[config.mk]
export PLATFORM = sky130hd
export DESIGN_NAME = wavepool_issue_arbiter_flat
export DESIGN_NICKNAME = d
export VERILOG_FILES = /design/src/rtl/wavepool_issue_arbiter_if.sv /design/src/rtl/wavepool_issue_arbiter.sv /design/src/flat_wrapper.sv
export SDC_FILE = /design/constraint.sdc
export NUM_CORES = 1
export LEC_CHECK = 0
export CAP_MARGIN = 25
export CORE_MARGIN = 4
export CORE_UTILIZATION = 40
export DETAILED_ROUTE_END_ITERATION = 7
export GPL_ROUTABILITY_DRIVEN = 0
export PLACE_DENSITY_LB_ADDON = 0.15
export SKIP_CTS_REPAIR_TIMING = 1
export SLEW_MARGIN = 0
export SYNTH_ARGS = -nofsm -noshare
export SYNTH_HDL_FRONTEND = slang
export SYNTH_SLANG_ARGS = --single-unit
export TNS_END_PERCENT = 20
[constraint.sdc]
create_clock -name clk -period 3.95 [get_ports clk]
set_input_delay 0.395 -clock clk [delete_from_list [all_inputs] [get_ports clk]]
set_output_delay 0.395 -clock clk [all_outputs]
set_load 0.005 [all_outputs]
[src/rtl/wavepool_issue_arbiter_if.sv]
// Wavepool-to-decode arbitration bus: requests, decode handshake, release/recover
// inputs and the presented wfid with its pop strobe and in-flight state.
interface wavepool_issue_arbiter_if #(
   parameter int unsigned NUM_WF = 40,
   parameter int unsigned WFID_W = 6
);
   logic [NUM_WF-1:0] wf_req;
   logic              decode_ready;
   logic              release_en;
   logic [WFID_W-1:0] release_wfid;
   logic              issue_recover_en;
   logic [WFID_W-1:0] issue_recover_wfid;
   logic              arb_valid;
   logic [WFID_W-1:0] arb_wfid;
   logic [NUM_WF-1:0] wf_pop;
   logic [NUM_WF-1:0] inflight_mask;
   logic [31:0]       stall_cnt;

   modport master (
      output wf_req, decode_ready, release_en, release_wfid, issue_recover_en,
             issue_recover_wfid,
      input  arb_valid, arb_wfid, wf_pop, inflight_mask, stall_cnt
   );

   modport slave (
      input  wf_req, decode_ready, release_en, release_wfid, issue_recover_en,
             issue_recover_wfid,
      output arb_valid, arb_wfid, wf_pop, inflight_mask, stall_cnt
   );
endinterface

[src/rtl/wavepool_issue_arbiter.sv]
// Round-robin wavefront issue arbiter with one-in-flight tracking and recovery squash.
// Optional decode-backpressure counter enabled by WAVEPOOL_ARB_STALL_CNT_EN.
module wavepool_issue_arbiter #(
   parameter int unsigned NUM_WF = 40,
   parameter int unsigned WFID_W = 6
) (
   input logic                   clk,
   input logic                   rst,
   wavepool_issue_arbiter_if.slave bus
);

   localparam logic [WFID_W-1:0] LastWf = WFID_W'(NUM_WF - 1);

   logic              arb_valid_q;
   logic [WFID_W-1:0] arb_wfid_q;
   logic [WFID_W-1:0] last_wfid_q;
   logic [NUM_WF-1:0] inflight_q;
   logic [NUM_WF-1:0] inflight_d;

   logic              squash;
   logic              pop;
   logic              out_free;
   logic [NUM_WF-1:0] rec_mask;
   logic [NUM_WF-1:0] clr_mask;
   logic [NUM_WF-1:0] pop_vec;
   logic [NUM_WF-1:0] elig;
   logic              pick_found;
   logic [WFID_W-1:0] pick_idx;
   logic [NUM_WF-1:0] pick_vec;

   // Out-of-range wfids never match a slot below, so they are ignored implicitly.
   always_comb begin
      squash   = arb_valid_q && bus.issue_recover_en && (arb_wfid_q == bus.issue_recover_wfid);
      pop      = arb_valid_q && bus.decode_ready && !squash;
      out_free = !arb_valid_q || bus.decode_ready || squash;
      rec_mask = '0;
      clr_mask = '0;
      pop_vec  = '0;
      for (int unsigned i = 0; i < NUM_WF; i++) begin
         if (bus.issue_recover_en && bus.issue_recover_wfid == WFID_W'(i)) rec_mask[i] = 1'b1;
         if (bus.release_en && bus.release_wfid == WFID_W'(i)) clr_mask[i] = 1'b1;
         if (pop && arb_wfid_q == WFID_W'(i)) pop_vec[i] = 1'b1;
      end
      clr_mask = clr_mask | rec_mask;
      elig     = bus.wf_req & ~inflight_q & ~rec_mask;
   end

   // First eligible slot above the pointer, else wrap to the lowest eligible slot.
   always_comb begin
      pick_found = 1'b0;
      pick_idx   = '0;
      pick_vec   = '0;
      for (int unsigned i = 0; i < NUM_WF; i++) begin
         if (!pick_found && elig[i] && (i > 32'(last_wfid_q))) begin
            pick_found  = 1'b1;
            pick_idx    = WFID_W'(i);
            pick_vec[i] = 1'b1;
         end
      end
      for (int unsigned i = 0; i < NUM_WF; i++) begin
         if (!pick_found && elig[i]) begin
            pick_found  = 1'b1;
            pick_idx    = WFID_W'(i);
            pick_vec[i] = 1'b1;
         end
      end
   end

   always_comb begin
      inflight_d = inflight_q & ~clr_mask;
      if (out_free && pick_found) inflight_d = inflight_d | pick_vec;
   end

   always_ff @(posedge clk or negedge rst) begin
      if (!rst) begin
         arb_valid_q <= 1'b0;
         arb_wfid_q  <= '0;
         last_wfid_q <= LastWf;
         inflight_q  <= '0;
      end else begin
         inflight_q <= inflight_d;
         if (out_free) begin
            arb_valid_q <= pick_found;
            if (pick_found) begin
               arb_wfid_q  <= pick_idx;
               last_wfid_q <= pick_idx;
            end
         end
      end
   end

   assign bus.arb_valid     = arb_valid_q;
   assign bus.arb_wfid      = arb_wfid_q;
   assign bus.wf_pop        = pop_vec;
   assign bus.inflight_mask = inflight_q;

`ifdef WAVEPOOL_ARB_STALL_CNT_EN
   logic [31:0] stall_cnt_q;

   always_ff @(posedge clk or negedge rst) begin
      if (!rst) begin
         stall_cnt_q <= '0;
      end else if (arb_valid_q && !bus.decode_ready && (stall_cnt_q != 32'hFFFF_FFFF)) begin
         stall_cnt_q <= stall_cnt_q + 32'd1;
      end
   end

   assign bus.stall_cnt = stall_cnt_q;
`else
   assign bus.stall_cnt = '0;
`endif

endmodule

[src/flat_wrapper.sv]
// flat-port wrapper written by rule: the top's interface ports become plain ports
module wavepool_issue_arbiter_flat 
#(
   parameter int unsigned NUM_WF = 40,
   parameter int unsigned WFID_W = 6
)
  (clk, rst, bus_wf_req, bus_decode_ready, bus_release_en, bus_release_wfid, bus_issue_recover_en, bus_issue_recover_wfid, bus_arb_valid, bus_arb_wfid, bus_wf_pop, bus_inflight_mask, bus_stall_cnt);
  wavepool_issue_arbiter_if #(.NUM_WF(NUM_WF), .WFID_W(WFID_W)) bus_i ();
  input logic clk;
  input logic rst;
  input wire logic [$bits(bus_i.wf_req)-1:0] bus_wf_req;
  input wire logic [$bits(bus_i.decode_ready)-1:0] bus_decode_ready;
  input wire logic [$bits(bus_i.release_en)-1:0] bus_release_en;
  input wire logic [$bits(bus_i.release_wfid)-1:0] bus_release_wfid;
  input wire logic [$bits(bus_i.issue_recover_en)-1:0] bus_issue_recover_en;
  input wire logic [$bits(bus_i.issue_recover_wfid)-1:0] bus_issue_recover_wfid;
  output wire logic [$bits(bus_i.arb_valid)-1:0] bus_arb_valid;
  output wire logic [$bits(bus_i.arb_wfid)-1:0] bus_arb_wfid;
  output wire logic [$bits(bus_i.wf_pop)-1:0] bus_wf_pop;
  output wire logic [$bits(bus_i.inflight_mask)-1:0] bus_inflight_mask;
  output wire logic [$bits(bus_i.stall_cnt)-1:0] bus_stall_cnt;
  assign bus_i.wf_req = bus_wf_req;
  assign bus_i.decode_ready = bus_decode_ready;
  assign bus_i.release_en = bus_release_en;
  assign bus_i.release_wfid = bus_release_wfid;
  assign bus_i.issue_recover_en = bus_issue_recover_en;
  assign bus_i.issue_recover_wfid = bus_issue_recover_wfid;
  assign bus_arb_valid = bus_i.arb_valid;
  assign bus_arb_wfid = bus_i.arb_wfid;
  assign bus_wf_pop = bus_i.wf_pop;
  assign bus_inflight_mask = bus_i.inflight_mask;
  assign bus_stall_cnt = bus_i.stall_cnt;
  wavepool_issue_arbiter #(.NUM_WF(NUM_WF), .WFID_W(WFID_W)) u_core (.clk(clk), .rst(rst), .bus(bus_i));
endmodule
# Word-level counts from Yosys, hierarchy flattened
# Cells that the tools add are included.
# classes
n_reduce_logical	328
magnitude_cmp	39
n_mux	357
bitwise	8
eq_ne	118
# ops
cell	count
$eq 6x5->1 const B	48
$mux 6	48
$mux 1	278
$logic_and 1x1->1	242
$eq 6x4->1 const B	24
$eq 6x6->1 const B	24
$and 40x40->40	3
$not 40->40	3
$gt 5x6->1 const A	16
$logic_not 1->1	80
$mux 5	16
$or 40x40->40	2
$eq 6x3->1 const B	12
$gt 4x6->1 const A	8
$gt 6x6->1 const A	8
$mux 40	1
$eq 6x2->1 const B	6
$mux 4	8
$gt 3x6->1 const A	4
$eq 6x1->1 const B	3
$logic_not 6->1	3
$gt 2x6->1 const A	2
$mux 3	4
$eq 6x6->1	1
4 further kinds	6
# totals
in_bits	57
reg_bits	53
elab_cells	854
output_inout_bits	119

# Longest topological paths before layout
# Gate-level depths: netlist (run 1).
# depth
depth_word	281
depth_mapped	14
depth_no_buf	10

# Worst setup path before layout (run 1)
# OpenSTA, ideal clock, no wires.
# synth_timing
kind	input port to flip-flop
from	input bus_issue_recover_wfid[4]
to	register u_core.last_wfid_q[4]
setup_time_ps	126
setup_slack_ps	317
path_buffers	2
path_stages	12
t_arrival_ps	3507
required_ps	3824
cell_sequence	buf_2 nor3b_4 buf_6 a41oi_4 or4_4 or4_4 nor4_4 nand4b_4 nand2b_4 o21a_1 o41a_1 a221o_1
# synth_via
elab_chain_len	280
word_cells_on_any_way	464
classes_between	eq/ne: 40; mux: 183; bitwise: 2; reduce/logical: 239
# synth_rtl
item	line_no	text
from (decl)	flat_wrapper.sv:16	input wire logic [$bits(bus_i.issue_recover_wfid)-1:0] bus_issue_recover_wfid;
$eq 6x1->1	wavepool_issue_arbiter.sv:40	if (bus.issue_recover_en && bus.issue_recover_wfid == WFID_W'(i)) rec_mask[i] = 1'b1;
$logic_and 1x1->1	wavepool_issue_arbiter.sv:40	
$mux 1	wavepool_issue_arbiter.sv:40	
$not 40->40	wavepool_issue_arbiter.sv:45	elig = bus.wf_req & ~inflight_q & ~rec_mask;
$and 40x40->40	wavepool_issue_arbiter.sv:45	
$logic_and 1x1->1	wavepool_issue_arbiter.sv:54	if (!pick_found && elig[i] && (i > 32'(last_wfid_q))) begin
$mux 1	wavepool_issue_arbiter.sv:54	
$logic_not 1->1	wavepool_issue_arbiter.sv:54	
[264 not listed]	-	
$mux 1	wavepool_issue_arbiter.sv:61	if (!pick_found && elig[i]) begin
$logic_not 1->1	wavepool_issue_arbiter.sv:61	
$logic_and 1x1->1	wavepool_issue_arbiter.sv:61	
$mux 1	wavepool_issue_arbiter.sv:61	
$logic_not 1->1	wavepool_issue_arbiter.sv:61	
$logic_and 1x1->1	wavepool_issue_arbiter.sv:61	
$mux 1	wavepool_issue_arbiter.sv:61	
$reduce_and 2->1 (no source line)	-	
to (signal assigned)	wavepool_issue_arbiter.sv:78	last_wfid_q <= LastWf;
to (signal assigned)	wavepool_issue_arbiter.sv:86	last_wfid_q <= pick_idx;
to (decl)	wavepool_issue_arbiter.sv:16	logic [WFID_W-1:0] last_wfid_q;
# Parallel ways exist; a longest one is shown, timed or not.
# A chain may end at the register's enable or synchronous reset.

# Final worst setup path (run 1)
# layout_timing
from	input bus_issue_recover_wfid[3]
to	register u_core.arb_wfid_q[1], in the netlist u_core.bus.arb_wfid[1]
# layout_via
elab_chain_len	280
word_cells_on_any_way	478
classes_between	eq/ne: 40; mux: 197; bitwise: 2; reduce/logical: 239
# layout_rtl
item	line_no	text
$eq 6x1->1	wavepool_issue_arbiter.sv:40	
$logic_and 1x1->1	wavepool_issue_arbiter.sv:40	
$mux 1	wavepool_issue_arbiter.sv:40	
$not 40->40	wavepool_issue_arbiter.sv:45	
$and 40x40->40	wavepool_issue_arbiter.sv:45	
$logic_and 1x1->1	wavepool_issue_arbiter.sv:54	
$mux 1	wavepool_issue_arbiter.sv:54	
$logic_not 1->1	wavepool_issue_arbiter.sv:54	
[264 not listed]	-	
$mux 1	wavepool_issue_arbiter.sv:61	
$logic_not 1->1	wavepool_issue_arbiter.sv:61	
$logic_and 1x1->1	wavepool_issue_arbiter.sv:61	
$mux 1	wavepool_issue_arbiter.sv:61	
$logic_not 1->1	wavepool_issue_arbiter.sv:61	
$logic_and 1x1->1	wavepool_issue_arbiter.sv:61	
$mux 1	wavepool_issue_arbiter.sv:61	
$reduce_and 2->1 (no source line)	-	
to (signal assigned)	wavepool_issue_arbiter.sv:85	arb_wfid_q <= pick_idx;
to (decl)	wavepool_issue_arbiter.sv:15	logic [WFID_W-1:0] arb_wfid_q;
# Parallel ways exist; a longest one is shown, timed or not.

==> summary.txt, run 1 <==
startpoint kind of the worst setup timing path - input port
deepest level of the CTS H-tree - 2
Util after Layout - 64.4%
area of the multi-input gates - 4560 sq um
Max IR drop VDD - 0.000269 V
share of Yosys cell area claimed by the top area cell type - 19.3%
average cell area after synthesis - 7.28 sq um
total negative setup slack - 0 ns
horizontal die dimension - 131 um
r2r setup slk - 0.16 ns
Row Count - 44
proportion of register bits with asynchronous set or reset after synthesis - 100%
final critical path time including I/O delays and setup - 3.86 ns
I/O pin count - 176
post-synth design cell area - 6090 sq um
dominant cell by count in the synthesized netlist - sky130_fd_sc_hd__nor2_1
critical path peak fanout - 10
synth warn - 0
maxcap violations - 0
CTS max path bufs - 2
switching pwr - 2030 uW
placed instance count - 1328
actual transition at the worst max-transition pin - 1.04 ns
areal power density over the cells - 472 nW/um^2
Hold Slack - 0.220 ns
root cell of the clock tree - sky130_fd_sc_hd__clkbuf_16
Unique masters post-synth - 91
internal power of the cells - 2440 uW
share of layout cells above drive strength 1 - 25.3%
remaining antenna violation count - 0
Hold WC Path Type - in2async
number of filler instances in the final layout - 1351
area of the placeable core - 14700 sq um
Starting DRT DRC Count - 1049
share of power burned in registers - 21.8%
Mapped Cells - 837
final net count - 1209
Max Transition Viols Final - 0
Pleak - 0.00393 uW
Final Hold Violating Endpoints - 0
final antenna diode count - 0
first-pass GRT wire length - 42.9 mm
count of input and output buffers - 143
primary flip-flop cell chosen by synthesis mapping - sky130_fd_sc_hd__dfrtp_1
Max-Slew Margin vs Limit - 30.3%
fraction of power spent switching nets - 45.4%
Worst Skew - 0.0108 ns
Avg Vias per Cell - 6.18
synth cell count leaders - sky130_fd_sc_hd__nor2_1 (89), sky130_fd_sc_hd__nand2_1 (81), sky130_fd_sc_hd__dfrtp_1 (47)
routed wire length - 28.4 mm
clock slew seen by the registers of the worst setup and hold paths - 0.08 ns
post-synthesis sequential area ratio - 21.0%
data arrival time at the worst-slack endpoint - 4.03 ns
Peak Freq - 259 MHz
Worst-Skew Late Latency - 0.30 ns
dpl hpwl - 22.8 mm
proportion of power drawn by combinational gates - 67.5%
WP data required - 4.12 ns
number of buffers created by CTS - 5
Clock Power Share - 10.6%
maximum number of pins on one net before global-route repair - 52
biggest area contributors in the synthesized netlist - sky130_fd_sc_hd__dfrtp_1 (19%), sky130_fd_sc_hd__nor2_1 (5.5%), sky130_fd_sc_hd__nand2_1 (5.0%), sky130_fd_sc_hd__buf_4 (4.4%), sky130_fd_sc_hd__nand2b_1 (4.3%)
crit share post-route - 97.8%
total congestion overflow - 0
fin cells - 1337
chip height - 131 um
endpoint kind of the worst setup timing path - flip-flop
area overhead of the layout relative to synthesis - 55.4%
Total Die Area - 17300 sq um
flip-flop and latch count after synthesis - 51
global-route usage over all layers - 30.9%
TritonCTS clock tree - yes
CTS Sinks - 51
most area-hungry cell type in the Yosys netlist - sky130_fd_sc_hd__dfrtp_1
total of endpoints with negative setup slack in the final report - 0
starting density of the core - 41.4%
outcome - completed
post-detailed-route wirelength per cell - 21.2 um
worst setup path class - in2reg
sequential cell area - 1280 sq um
number of remaining DRC errors - 0
via count of the routed design - 8265
Post-synth EDFFs - 0
number of antenna violations at the first check in global routing - 0
via count of the first global-routing pass - 7737
first drt pass iteration count - 8
[power by group through the flow]
| stage | registers [uW] | clock network [uW] | logic (uW) |
|---|---|---|---|
| after floorplan | 852 | 0 | 1460 |
| after global placement | 965 | 0 | 2790 |
| after detailed placement | 966 | 0 | 2800 |
| after CTS | 958 | 482 | 2820 |
| after global routing | 997 | 500 | 3190 |
| final | 976 | 475 | 3020 |
[cell usage in the layout (no fill, tap or decap), types with 7 or more instances in the layout]
master	count
sky130_fd_sc_hd__buf_4	212
sky130_fd_sc_hd__clkdlybuf4s50_1	138
sky130_fd_sc_hd__nor2_1	89
sky130_fd_sc_hd__nand2_1	80
sky130_fd_sc_hd__dfrtp_1	47
sky130_fd_sc_hd__nand2b_1	42
sky130_fd_sc_hd__nand3_1	41
sky130_fd_sc_hd__a21oi_1	39
sky130_fd_sc_hd__o21ai_0	38
sky130_fd_sc_hd__conb_1	32
sky130_fd_sc_hd__a22oi_1	26
sky130_fd_sc_hd__nand4_1	20
sky130_fd_sc_hd__nor3_1	20
sky130_fd_sc_hd__a22o_1	20
sky130_fd_sc_hd__nor2b_1	15
sky130_fd_sc_hd__inv_1	15
sky130_fd_sc_hd__nor4_1	11
sky130_fd_sc_hd__o21a_1	11
sky130_fd_sc_hd__and3_1	10
sky130_fd_sc_hd__o22ai_1	10
sky130_fd_sc_hd__or3_1	9
sky130_fd_sc_hd__and2_1	8
sky130_fd_sc_hd__a31oi_1	8
sky130_fd_sc_hd__a21o_1	7
sky130_fd_sc_hd__nand3b_1	7
sky130_fd_sc_hd__nor3b_1	7
sky130_fd_sc_hd__a32o_1	7
[sequential cells by signal, indices dropped and copies added (netlist names)]
name and flops:
u_core.bus.arb_valid 1, u_core.bus.arb_wfid 4, u_core.bus.inflight_mask 40, u_core.last_wfid_q 6
[stage by stage]
step / total power, uW / instance area, sq um / setup WS [ns]
3_5_place_dp: 3770 / 9120 / -0.342
4_1_cts: 4260 / 9270 / -0.0312
2_1_floorplan: 2310 / 6210 / 0.317
5_1_grt: 4680 / 9470 / -0.00974
6_report: 4470 / 9470 / 0.0864
3_3_place_gp: 3750 / 9120 / -0.317
[final timing paths]
| path | endpoint | startpoint | depth (start not counted) |
|---|---|---|---|
| setup / recovery | u_core.bus.arb_wfid[1]$_DFFE_PN0N_ | bus_issue_recover_wfid[3] | 17 |
| hold / removal | u_core.bus.inflight_mask[12]$_DFF_PN0_ | rst | 2 |
| setup reg to reg | u_core.bus.arb_wfid[0]$_DFFE_PN0N_ | u_core.last_wfid_q[0]$_DFFE_PN1N_ | 13 |
| hold reg to reg | u_core.bus.inflight_mask[1]$_DFF_PN0_ | u_core.bus.inflight_mask[1]$_DFF_PN0_ | 2 |
| max in group asynchronous | u_core.bus.arb_wfid[1]$_DFFE_PN0N_ | rst | 2 |
| min in group clk | u_core.bus.inflight_mask[1]$_DFF_PN0_ | u_core.bus.inflight_mask[1]$_DFF_PN0_ | 2 |
[cell families after synthesis]
group	Yosys count	synth area share [%]
compound gates	255	30.1
xor+xnor	6	0.863
buf+inv	103	8.95
flops	51	21.0
simple gates	421	39.0
other cells	1	0.0616
[layer usage]
layer / up-vias / track usage, % / wire length [um] / part of all wire, %
met4: 0 / 14.1 / 1640 / 5.8
met3: 120 / 7.68 / 3390 / 12
met2: 623 / 48.8 / 12200 / 43
met5: - / 0 / 0 / 0
li1: 3747 / - / - / -
met1: 3775 / 40.0 / 11100 / 39
[cell type report]
| class | instances | share of cell area (%) |
|---|---|---|
| clock buffers | 7 | 1.51 |
| multi-input cells | 714 | 48.1 |
| repair buffers | 364 | 33.6 |
| clock inverters | 1 | 0.0925 |
| inverters | 16 | 0.634 |
| flip-flops and latches | 51 | 13.6 |
| well taps | 184 | 2.43 |
[critical path: stages]
cell and delay (ns):
sky130_fd_sc_hd__clkdlybuf4s50_1 0.47, sky130_fd_sc_hd__buf_6 0.16, sky130_fd_sc_hd__and4bb_1 0.26, sky130_fd_sc_hd__buf_4 0.16, sky130_fd_sc_hd__a21oi_1 0.30, sky130_fd_sc_hd__a211oi_2 0.15, sky130_fd_sc_hd__nand4_1 0.26, sky130_fd_sc_hd__buf_4 0.19
sky130_fd_sc_hd__nor3_1 0.05, sky130_fd_sc_hd__buf_4 0.15, sky130_fd_sc_hd__buf_4 0.13, sky130_fd_sc_hd__and3_1 0.13, sky130_fd_sc_hd__o21ai_0 0.29, sky130_fd_sc_hd__nand4_1 0.22, sky130_fd_sc_hd__buf_4 0.18, sky130_fd_sc_hd__nor4b_1 0.40
sky130_fd_sc_hd__a21oi_1 0.13
Note: power is estimated with default switching activity, not from simulation.
==> run 2, diff against run 1 <==
--- a/config.mk
+++ b/config.mk
@@ -5,12 +5,13 @@
 export SDC_FILE = /design/constraint.sdc
 export NUM_CORES = 1
 export LEC_CHECK = 0
+export ABC_AREA = 1
 export CAP_MARGIN = 25
 export CORE_MARGIN = 4
 export CORE_UTILIZATION = 40
 export DETAILED_ROUTE_END_ITERATION = 7
 export GPL_ROUTABILITY_DRIVEN = 0
-export PLACE_DENSITY_LB_ADDON = 0.15
+export PLACE_DENSITY_LB_ADDON = 0.12
 export SKIP_CTS_REPAIR_TIMING = 1
 export SLEW_MARGIN = 0
 export SYNTH_ARGS = -nofsm -noshare
==> constraint.sdc (replaced) <==
create_clock -name clk -period 3.3 [get_ports clk]
set_input_delay 0.33 -clock clk [delete_from_list [all_inputs] [get_ports clk]]
set_output_delay 0.33 -clock clk [all_outputs]
set_load 0.005 [all_outputs]
==> run 2 against run 1 <==
  * The run now ends with setup timing left
  * Sequential share of layout area fell by 1.2 points
  * Via count grew 6.9%
  * Worst hold slack worse by 0.18 ns
  * Critical path depth increased by 29
  * Final cell count grew 27%
  * Non-clock buffer count rose by 108
  * Global-route usage increased by 0.52 points
  * Power up 28%
  * Critical endpoint is now u_core.bus.arb_wfid[2]$_DFFE_PN0N_
  * Largest cell class unchanged
==> summary.txt, run 2 <==
biggest area contributors in the synthesized netlist - sky130_fd_sc_hd__dfrtp_1 (19%), sky130_fd_sc_hd__nor2_1 (14%), sky130_fd_sc_hd__inv_1 (12%), sky130_fd_sc_hd__nand2_1 (12%), sky130_fd_sc_hd__nor3_1 (5.5%)
post-synthesis sequential area ratio - 21.0% (-0.026 points)
Total Die Area - 17300 sq um (+0.11%)
synth warn - 0 (unchanged)
r2r setup slk - -3.54 ns (-3.70 ns)
number of antenna violations at the first check in global routing - 0 (unchanged)
routed wire length - 28.1 mm (-1.1%)
dpl hpwl - 23.4 mm (+2.4%)
dominant cell by count in the synthesized netlist - sky130_fd_sc_hd__nor2_1
flip-flop and latch count after synthesis - 51 (unchanged)
Max IR drop VDD - 0.000424 V (+57%)
clock slew seen by the registers of the worst setup and hold paths - 0.08 ns (about the same)
I/O pin count - 176 (unchanged)
Worst-Skew Late Latency - 0.32 ns (+0.02 ns)
FF-to-FF Start - u_core.last_wfid_q[2]$_DFFE_PN1N_
crit share post-route - 207%
area of the multi-input gates - 3960 sq um (-13%)
Util after Layout - 70.3% (+5.9 points)
deepest level of the CTS H-tree - 2 (unchanged)
number of buffers created by CTS - 5 (unchanged)
capturing point of the worst reg2reg path - u_core.bus.arb_wfid[2]$_DFFE_PN0N_
via count of the first global-routing pass - 8289 (+7.1%)
chip height - 131 um (about the same)
Max-Slew Margin vs Limit - 41.3% (+11 points)
violations in the final reports - setup timing
outcome - finished, violations left
horizontal die dimension - 131 um (about the same)
area of the placeable core - 14800 sq um (+0.37%)
most numerous cell on the critical path - sky130_fd_sc_hd__nor2_2
TritonCTS clock tree - yes
first-pass GRT wire length - 43.6 mm (+1.5%)
maximum number of pins on one net before global-route repair - 27 (-48%)
maxcap violations - 0 (unchanged)
WP data required - 3.56 ns (-0.56 ns)
crit path from - u_core.last_wfid_q[2]$_DFFE_PN1N_
Worst Skew - 0.00930 ns (-0.00151 ns)
root cell of the clock tree - sky130_fd_sc_hd__clkbuf_16
CTS Sinks - 51 (unchanged)
first drt pass iteration count - 6 (-2)
Peak Freq - 146 MHz
Pleak - 0.00527 uW (+34%)
via count of the routed design - 8838 (+6.9%)
Avg Vias per Cell - 5.20 (-16%)
Hold WC Path Type - in2async
crit path max-delay cell type - sky130_fd_sc_hd__dfstp_2
pre-CTS setup slack - -3.76 ns (-3.42 ns)
last element of the critical path - u_core.bus.arb_wfid[2]$_DFFE_PN0N_
share of Yosys cell area claimed by the top area cell type - 19.3% (-0.024 points)
number of filler instances in the final layout - 1316 (-2.6%)
starting density of the core - 41.3% (-0.10 points)
Mapped Cells - 1056 (+26%)
Post-synth EDFFs - 0 (unchanged)
startpoint kind of the worst setup timing path - flip-flop
overall power consumption - 5740 uW (+28%)
final critical path time including I/O delays and setup - 6.84 ns
data arrival time at the worst-slack endpoint - 7.10 ns (+3.07 ns)
most common library cell in the layout ignoring fill and taps - sky130_fd_sc_hd__buf_4
post-detailed-route wirelength per cell - 16.5 um (-22%)
most area-hungry cell type in the Yosys netlist - sky130_fd_sc_hd__dfrtp_1
most frequent cells in the layout - sky130_fd_sc_hd__buf_4 (324), sky130_fd_sc_hd__nor2_1 (206), sky130_fd_sc_hd__inv_1 (196)
endpoint kind of the worst setup timing path - flip-flop
proportion of register bits with asynchronous set or reset after synthesis - 100% (unchanged)
CTS max path bufs - 2 (unchanged)
final worst slack - -3.54 ns (-3.62 ns)
Unique masters post-synth - 52 (-43%)
remaining antenna violation count - 0 (unchanged)
worst setup path class - reg2reg
Largest register FFs - 40 (unchanged)
reg2reg path depth - 46 (+33)
critical path peak fanout - 5 (-5)
actual transition at the worst max-transition pin - 0.877 ns (-0.158 ns)
total of endpoints with negative setup slack in the final report - 51 (+51)
Row Count - 44 (unchanged)
primary flip-flop cell chosen by synthesis mapping - sky130_fd_sc_hd__dfrtp_1
post-synth design cell area - 6100 sq um (+0.12%)
synth cell count leaders - sky130_fd_sc_hd__nor2_1 (226), sky130_fd_sc_hd__inv_1 (199), sky130_fd_sc_hd__nand2_1 (195), sky130_fd_sc_hd__nor3_1 (67), sky130_fd_sc_hd__dfrtp_1 (47)
Final Hold Violating Endpoints - 0 (unchanged)
areal power density over the cells - 553 nW/um^2 (+17%)
sequential cell area - 1280 sq um (-0.29%)
share of layout cells above drive strength 1 - 29.6% (+4.3 points)
area overhead of the layout relative to synthesis - 70.1%
final net count - 1571 (+30%)
average cell area after synthesis - 5.78 sq um (-21%)
count of input and output buffers - 143 (unchanged)
global-route usage over all layers - 31.4% (+0.52 points)
Largest stage delay, worst path - 0.63 ns (+0.16 ns)
Starting DRT DRC Count - 943 (-10%)
RSZ-0062 raised after global routing - true
total congestion overflow - 0 (unchanged)
Max Transition Viols Final - 0 (unchanged)
number of remaining DRC errors - 0 (unchanged)
-- run 2: how the worst min path moves through the flow --
stage          from  slack, ns                                      to  depth (start not counted)
2_1_floorplan   rst       0.03        u_core.bus.arb_valid$_DFFE_PN0N_                          0
3_3_place_gp    rst       0.39  u_core.bus.inflight_mask[34]$_DFF_PN0_                          1
3_5_place_dp    rst       0.40  u_core.bus.inflight_mask[34]$_DFF_PN0_                          1
4_1_cts         rst       0.06  u_core.bus.inflight_mask[34]$_DFF_PN0_                          1
5_1_grt         rst       0.09  u_core.bus.inflight_mask[34]$_DFF_PN0_                          1
6_report        rst       0.04  u_core.bus.inflight_mask[34]$_DFF_PN0_                          1
-- run 2: final cells by class --
class                      instances  share of cell area, %
multi-input combinational        778                   38.2
timing repair buffer             472                   38.2
sequential                        51                   12.4
inverter                         206                   7.55
tap                              184                   2.22
clock buffer                       5                   1.21
clock inverter                     3                  0.277
antenna                            1                 0.0241
-- run 2: worst max-delay path, delay by kind of cell (launching register included) --
| kind | cells | cell delay (ns) |
|---|---|---|
| AOI/OAI and AO/OA | 2 | 0.30 |
| DFF | 1 | 0.63 |
| and+or+nand+nor | 42 | 5.74 |
| buffers and inverters | 2 | 0.12 |
-- run 2: per-stage QoR --
step	hold WS, ns	instances	TNS (ns)	area, sq um
final	0.0363	1700	-169.63	10400
after global routing	0.0897	1699	-198.01	10400
after CTS	0.0628	1687	-172.48	10000
after detailed placement	0.402	1679	-188.11	9880
after global placement	0.393	1679	-182.84	9880
after floorplan	0.0344	1087	-119.34	6230
-- run 2: cell families after synthesis --
logic type / share of synthesized area [%]
AO/OA/AOI/OAI: 10.4
XOR/XNOR: 0.287
buffers and inverters: 19.4
flip-flops: 21.0
other: 0.0615
AND/OR/NAND/NOR: 48.8
-- run 2: routing by layer --
layer  vias to the layer above  share of wire, %  global-route usage, %
met1                      4062                41                   41.3
met4                         0               4.1                   13.2
met3                        72               9.0                   5.01
met5                         -                 0                      0
li1                       4232                 -                      -
met2                       472                46                   51.4
-- run 2: report_power, final --
part / switching (uW) / internal (uW) / total [uW]
logic: 2140 / 2010 / 4140
registers: 176 / 829 / 1000
clock network: 299 / 291 / 590
